<file path="src/rtl/work_link.sv">
// Host bridge: frames 80-byte work packets into a 640-bit word and serialises found nonces as 5-byte response frames.
// RX is a fixed pipeline with no backpressure. TX holds one pending nonce while another frame is sent, and it stalls on tx_ready.
module work_link #(
  parameter logic [7:0] CMD_WORK       = 8'h01,
  parameter logic [7:0] RSP_NONCE      = 8'h02,
  parameter int         TIMEOUT_CYCLES = 1000000,
  parameter int         TO_W           = 20
) (
  input  logic         clk,
  input  logic         rst,
  input  logic         rx_valid,
  input  logic [7:0]   rx_data,
  output logic         tx_valid,
  output logic [7:0]   tx_data,
  input  logic         tx_ready,
  output logic         new_work,
  output logic [639:0] work_data,
  input  logic         new_result,
  input  logic [31:0]  result_data,
  output logic         frame_err,
  output logic         res_overflow
);

  localparam logic [TO_W-1:0] TO_LIMIT = TO_W'(TIMEOUT_CYCLES - 1);
  localparam logic [TO_W-1:0] TO_ONE   = TO_W'(1);

  typedef enum logic {R_IDLE, R_PAYLOAD} rx_state_t;
  typedef enum logic {T_IDLE, T_SEND} tx_state_t;

  rx_state_t        rx_state, rx_next;
  logic [639:0]     sr;
  logic [6:0]       byte_cnt;
  logic [TO_W-1:0]  to_cnt;
  logic             rx_accept, rx_last, rx_timeout, rx_bad;

  tx_state_t        tx_state, tx_next;
  logic [2:0]       tx_idx;
  logic [31:0]      tx_nonce;
  logic             pend_valid;
  logic [31:0]      pend_nonce;
  logic             tx_load, tx_xfer;

  always_ff @(posedge clk or posedge rst) begin
    if (rst) begin
      rx_state <= R_IDLE;
      tx_state <= T_IDLE;
    end else begin
      rx_state <= rx_next;
      tx_state <= tx_next;
    end
  end

  // The timeout fires on the TIMEOUT_CYCLES-th consecutive idle cycle inside a payload.
  always_comb begin
    rx_next    = rx_state;
    rx_accept  = 1'b0;
    rx_last    = 1'b0;
    rx_timeout = 1'b0;
    rx_bad     = 1'b0;
    case (rx_state)
      R_IDLE: begin
        if (rx_valid) begin
          if (rx_data == CMD_WORK) rx_next = R_PAYLOAD;
          else                     rx_bad  = 1'b1;
        end
      end
      R_PAYLOAD: begin
        if (rx_valid) begin
          rx_accept = 1'b1;
          if (byte_cnt == 7'd79) begin
            rx_last = 1'b1;
            rx_next = R_IDLE;
          end
        end else if (to_cnt == TO_LIMIT) begin
          rx_timeout = 1'b1;
          rx_next    = R_IDLE;
        end
      end
      default: rx_next = R_IDLE;
    endcase
  end

  always_ff @(posedge clk or posedge rst) begin
    if (rst) begin
      sr        <= '0;
      byte_cnt  <= '0;
      to_cnt    <= '0;
      work_data <= '0;
      new_work  <= 1'b0;
      frame_err <= 1'b0;
    end else begin
      new_work  <= rx_last;
      frame_err <= rx_bad | rx_timeout;
      if (rx_state == R_IDLE) begin
        byte_cnt <= '0;
        to_cnt   <= '0;
      end else if (rx_accept) begin
        sr       <= {sr[631:0], rx_data};
        byte_cnt <= byte_cnt + 7'd1;
        to_cnt   <= '0;
      end else begin
        to_cnt   <= to_cnt + TO_ONE;
      end
      if (rx_last) work_data <= {sr[631:0], rx_data};
    end
  end

  always_comb begin
    tx_next  = tx_state;
    tx_valid = 1'b0;
    tx_data  = 8'h00;
    tx_load  = 1'b0;
    tx_xfer  = 1'b0;
    case (tx_state)
      T_IDLE: begin
        if (pend_valid) begin
          tx_load = 1'b1;
          tx_next = T_SEND;
        end
      end
      T_SEND: begin
        tx_valid = 1'b1;
        tx_xfer  = tx_ready;
        case (tx_idx)
          3'd0:    tx_data = RSP_NONCE;
          3'd1:    tx_data = tx_nonce[7:0];
          3'd2:    tx_data = tx_nonce[15:8];
          3'd3:    tx_data = tx_nonce[23:16];
          default: tx_data = tx_nonce[31:24];
        endcase
        if (tx_ready && tx_idx == 3'd4) tx_next = T_IDLE;
      end
      default: tx_next = T_IDLE;
    endcase
  end

  // A slot freed by tx_load in the same cycle may take the incoming nonce.
  always_ff @(posedge clk or posedge rst) begin
    if (rst) begin
      pend_valid   <= 1'b0;
      pend_nonce   <= '0;
      res_overflow <= 1'b0;
      tx_idx       <= '0;
      tx_nonce     <= '0;
    end else begin
      if (new_result && (!pend_valid || tx_load)) begin
        pend_valid <= 1'b1;
        pend_nonce <= result_data;
      end else if (tx_load) begin
        pend_valid <= 1'b0;
      end
      if (new_result && pend_valid && !tx_load) res_overflow <= 1'b1;
      if (tx_load) begin
        tx_nonce <= pend_nonce;
        tx_idx   <= '0;
      end else if (tx_xfer) begin
        tx_idx   <= (tx_idx == 3'd4) ? 3'd0 : tx_idx + 3'd1;
      end
    end
  end

endmodule

</file>
<file path="config.mk">
export PLATFORM = sky130hd
export DESIGN_NAME = work_link
export DESIGN_NICKNAME = d
export VERILOG_FILES = /design/src/rtl/work_link.sv
export SDC_FILE = /design/constraint.sdc
export NUM_CORES = 2
export LEC_CHECK = 0
export BUFFER_PORTS_ARGS = -buffer_cell sky130_fd_sc_hd__buf_2
export CORE_AREA = 2 2 308 310
export DETAILED_ROUTE_END_ITERATION = 12
export DIE_AREA = 0 0 310 312
export PLACE_DENSITY = 0.77
export SKIP_CTS_REPAIR_TIMING = 1
export SLEW_MARGIN = 20
export SYNTH_ARGS = -nofsm -noshare
export SYNTH_HDL_FRONTEND = slang
export SYNTH_SLANG_ARGS = --single-unit
</file>
<file path="constraint.sdc">
create_clock -name clk -period 94.3 [get_ports clk]
set_input_delay 9.43 -clock clk [delete_from_list [all_inputs] [get_ports clk]]
set_output_delay 9.43 -clock clk [all_outputs]
set_load 0.03 [all_outputs]
</file>
==> impl_metrics.json <==
{
  "dieArea_um2": 96700,
  "avgRoutedWirePerCell_um": 21.8,
  "relSlewSlack_pct": 23.8,
  "ys_seq_elements": 1372,
  "holdPathEnd": "res_overflow",
  "critical_path_class": "input pin to flop",
  "postRouteAntennaNets": 0,
  "num_rows": 112,
  "vias": 27400,
  "final.fill_count": 6567,
  "use_met3_pct": 6.75,
  "grtUsageMet1_pct": 29.4,
  "timing.final.crit_share_pct": 14.6,
  "grt_max_degree": 185,
  "critPathCaptureType": "flop",
  "ys_dominant_reg_cell": "dfrtp_1",
  "drv_slew": 0,
  "core_um2": 93000,
  "track_usage_pct": 23.2,
  "hold_viol": 0,
  "yosys.area.top_type": "dfrtp_1",
  "synthArstFlopShare_pct": 100,
  "syn-num-nets": 3087,
  "dpl.hpwl_mm": 74.5,
  "synth.area.top_cells": "dfrtp_1, mux2_2, mux2_1, buf_8, buf_2",
  "reg2reg_slack_ns": 88.76,
  "worstMarginPinSlew_ns": 1.14,
  "place.gp.congestion": 0.811,
  "grt_overflow": 0,
  "rr_endpoint": "work_data[255]",
  "nNetsFinal": 3798,
  "initial_core_util_pct": 55.7,
  "cts_tree": "done",
  "syn2layout_area_growth_pct": 17.0,
  "worstHoldPathType": "flop to flop",
  "setup_viol": 0,
  "drv_cap": 0,
  "synth_top_area_share_pct": 66.2,
  "stdcell_count": 5106,
  "synth.most_common_cell": "dfrtp_1",
  "yosys.area_share.simple_pct": 0.970,
  "placed_cells": 4860,
  "cts_buffer_depth": 3,
  "finalSetupTns_ns": 0,
  "min_from": "res_overflow",
  "rsz0062_at_grt": "false",
  "yosysSeqAreaShare_pct": 66.2,
  "synthesis.area_um2": 51900,
  "synth_compound_area_share_pct": 0.675,
  "cp.arrival_ns": 14.36,
  "r2r_start": "rx_state",
  "htreeDepth": 4,
  "die_y_um": 312,
  "cts.clk_slew.worst_paths_ns": 0.06,
  "synth_warnings": 0,
  "synth_cells": 3035,
  "crit_required_ns": 94.90,
  "fin_crit_ns": 13.76,
  "ios": 697,
  "syn_avg_cell_area_um2": 17.1,
  "worstSetupStartpointType": "input pin",
  "synth-edff-count": 0,
  "reg2regPathDepth": 7,
  "drt-total-wl_mm": 111,
  "max_freq_ghz": 0.0727,
  "fin_skew_ns": 0.0284,
  "antenna_found_initial": 2,
  "ctsRootBufferMaster": "clkbuf_16",
  "synth.area.mux_share_pct": 29.0,
  "synthDistinctLibCells": 50,
  "cts.sinks": 1372,
  "grt_first_pass_wirelength_mm": 174,
  "dr.pass1.iters": 5,
  "drtIter0Drc": 1615,
  "synth_top_family_by_area": "multiplexers",
  "met2_usage_pct": 37.9,
  "drive_gt1_share_pct": 46.5,
  "drc": 0,
  "yosys-top-cells-count": "dfrtp_1, mux2_2, mux2_1",
  "ir_worst_vdd_v": 0.0000217,
  "synthAdderAreaFrac_pct": 0.169,
  "port_buffers": 696,
  "hold_depth": 1,
  "via_per_inst": 5.38,
  "p_per_area_nw_per_um2": 20.7,
  "first_global_vias": 28900,
  "die_w_um": 310,
  "leakage_nw": 33.6,
  "top_usage_layer": "met2",
  "status": "finished, final reports clean",
  "clk_latency_ns": 0.73,
  "cts_buffers": 138,
  "path_max_fanout": 156,
  "synth_xor_area_share_pct": 0.287
}
## cells by family after synthesis
logic type / after synthesis
AND/OR/NAND/NOR: 94
flip-flops: 1372
multiplexers: 1337
buffers and inverters: 162
XOR/XNOR: 17
adder cells (fa/ha/maj): 7
AO/OA/AOI/OAI: 46
## how the worst max path moves through the flow
stage	start	end	depth (start not counted)
2_1_floorplan	rst	byte_cnt[0]	1
3_3_place_gp	rst	work_data[598]	7
3_5_place_dp	rst	sr[394]	7
4_1_cts	rst	sr[604]	7
5_1_grt	rx_valid	work_data[255]	8
6_report	rx_valid	work_data[255]	8
## final cells by class
class | instances | area [um^2] | share of cell area (%)
clock inverter | 48 | 722 | 1.19
multi-input combinational | 1501 | 16200 | 26.7
timing repair buffer | 727 | 3790 | 6.24
antenna | 1 | 2.50 | 0.00412
inverter | 6 | 30.0 | 0.0495
tap | 1254 | 1570 | 2.59
sequential | 1372 | 34300 | 56.6
clock buffer | 197 | 4060 | 6.69
## routing by layer
| metal | part of all wire [%] | wire, um |
|---|---|---|
| met2 | 49 | 54100 |
| met5 | 0.0063 | 7 |
| met4 | 3.5 | 3870 |
| met3 | 6.5 | 7210 |
| met1 | 41 | 45800 |
## metrics by stage
step | worst slack [ns] | area [um^2] | utilization (%) | total power [mW] | hold WS (ns)
final | 80.54 | 60700 | 65.2 | 1.26 | 0.468
after global routing | 80.21 | 60700 | 65.2 | 1.30 | 0.486
after CTS | 80.36 | 60700 | 65.2 | 1.27 | 0.469
after detailed placement | 79.55 | 55900 | 60.1 | 0.701 | 0.454
after global placement | 79.63 | 55900 | 60.1 | 0.698 | 0.451
after floorplan | 46.19 | 51900 | - | 0.683 | 0.458
## worst max-delay path: stages
cell,delay [ns]
buf_2,0.24
nand2_8,0.42
nor4b_4,0.44
buf_4,0.79
buf_4,0.86
buf_4,0.73
buf_12,0.62
mux2_1,0.41
## sequential cells by signal, summed over array words and instances (netlist names)
| name | cells |
|---|---|
| tx_idx | 3 |
| work_data | 640 |
| res_overflow | 1 |
| byte_cnt | 7 |
| new_work | 1 |
| rx_state | 1 |
| pend_valid | 1 |
| pend_nonce | 32 |
| frame_err | 1 |
| tx_state | 1 |
| tx_nonce | 32 |
| sr | 632 |
| to_cnt | 20 |
## report_power, final
group / internal, mW / switching (mW)
Clock: 0.338 / 0.229
Combinational: 0.0296 / 0.0402
Sequential: 0.607 / 0.0123
Total: 0.975 / 0.282
## layout by cell type, fill, tap and decap left out, types with 5 or more instances in the layout
| master | instances |
|---|---|
| nand2_1 | 21 |
| xnor2_1 | 9 |
| nand4_1 | 10 |
| a21boi_0 | 9 |
| and2_1 | 5 |
| mux2_1 | 501 |
| clkbuf_16 | 143 |
| a222oi_1 | 7 |
| dfrtp_1 | 1372 |
| buf_4 | 24 |
| clkinvlp_4 | 8 |
| inv_1 | 5 |
| mux2_2 | 835 |
| clkbuf_1 | 26 |
| ha_1 | 7 |
| a21oi_1 | 5 |
| buf_2 | 696 |
| clkbuf_8 | 28 |
| o21ai_0 | 6 |
| buf_12 | 5 |
| xor2_1 | 8 |
| nand3_1 | 7 |
| clkinv_2 | 15 |
| nor2_1 | 21 |
| or3_1 | 5 |
| bufinv_16 | 13 |
Power figures use the tool's default switching activity.
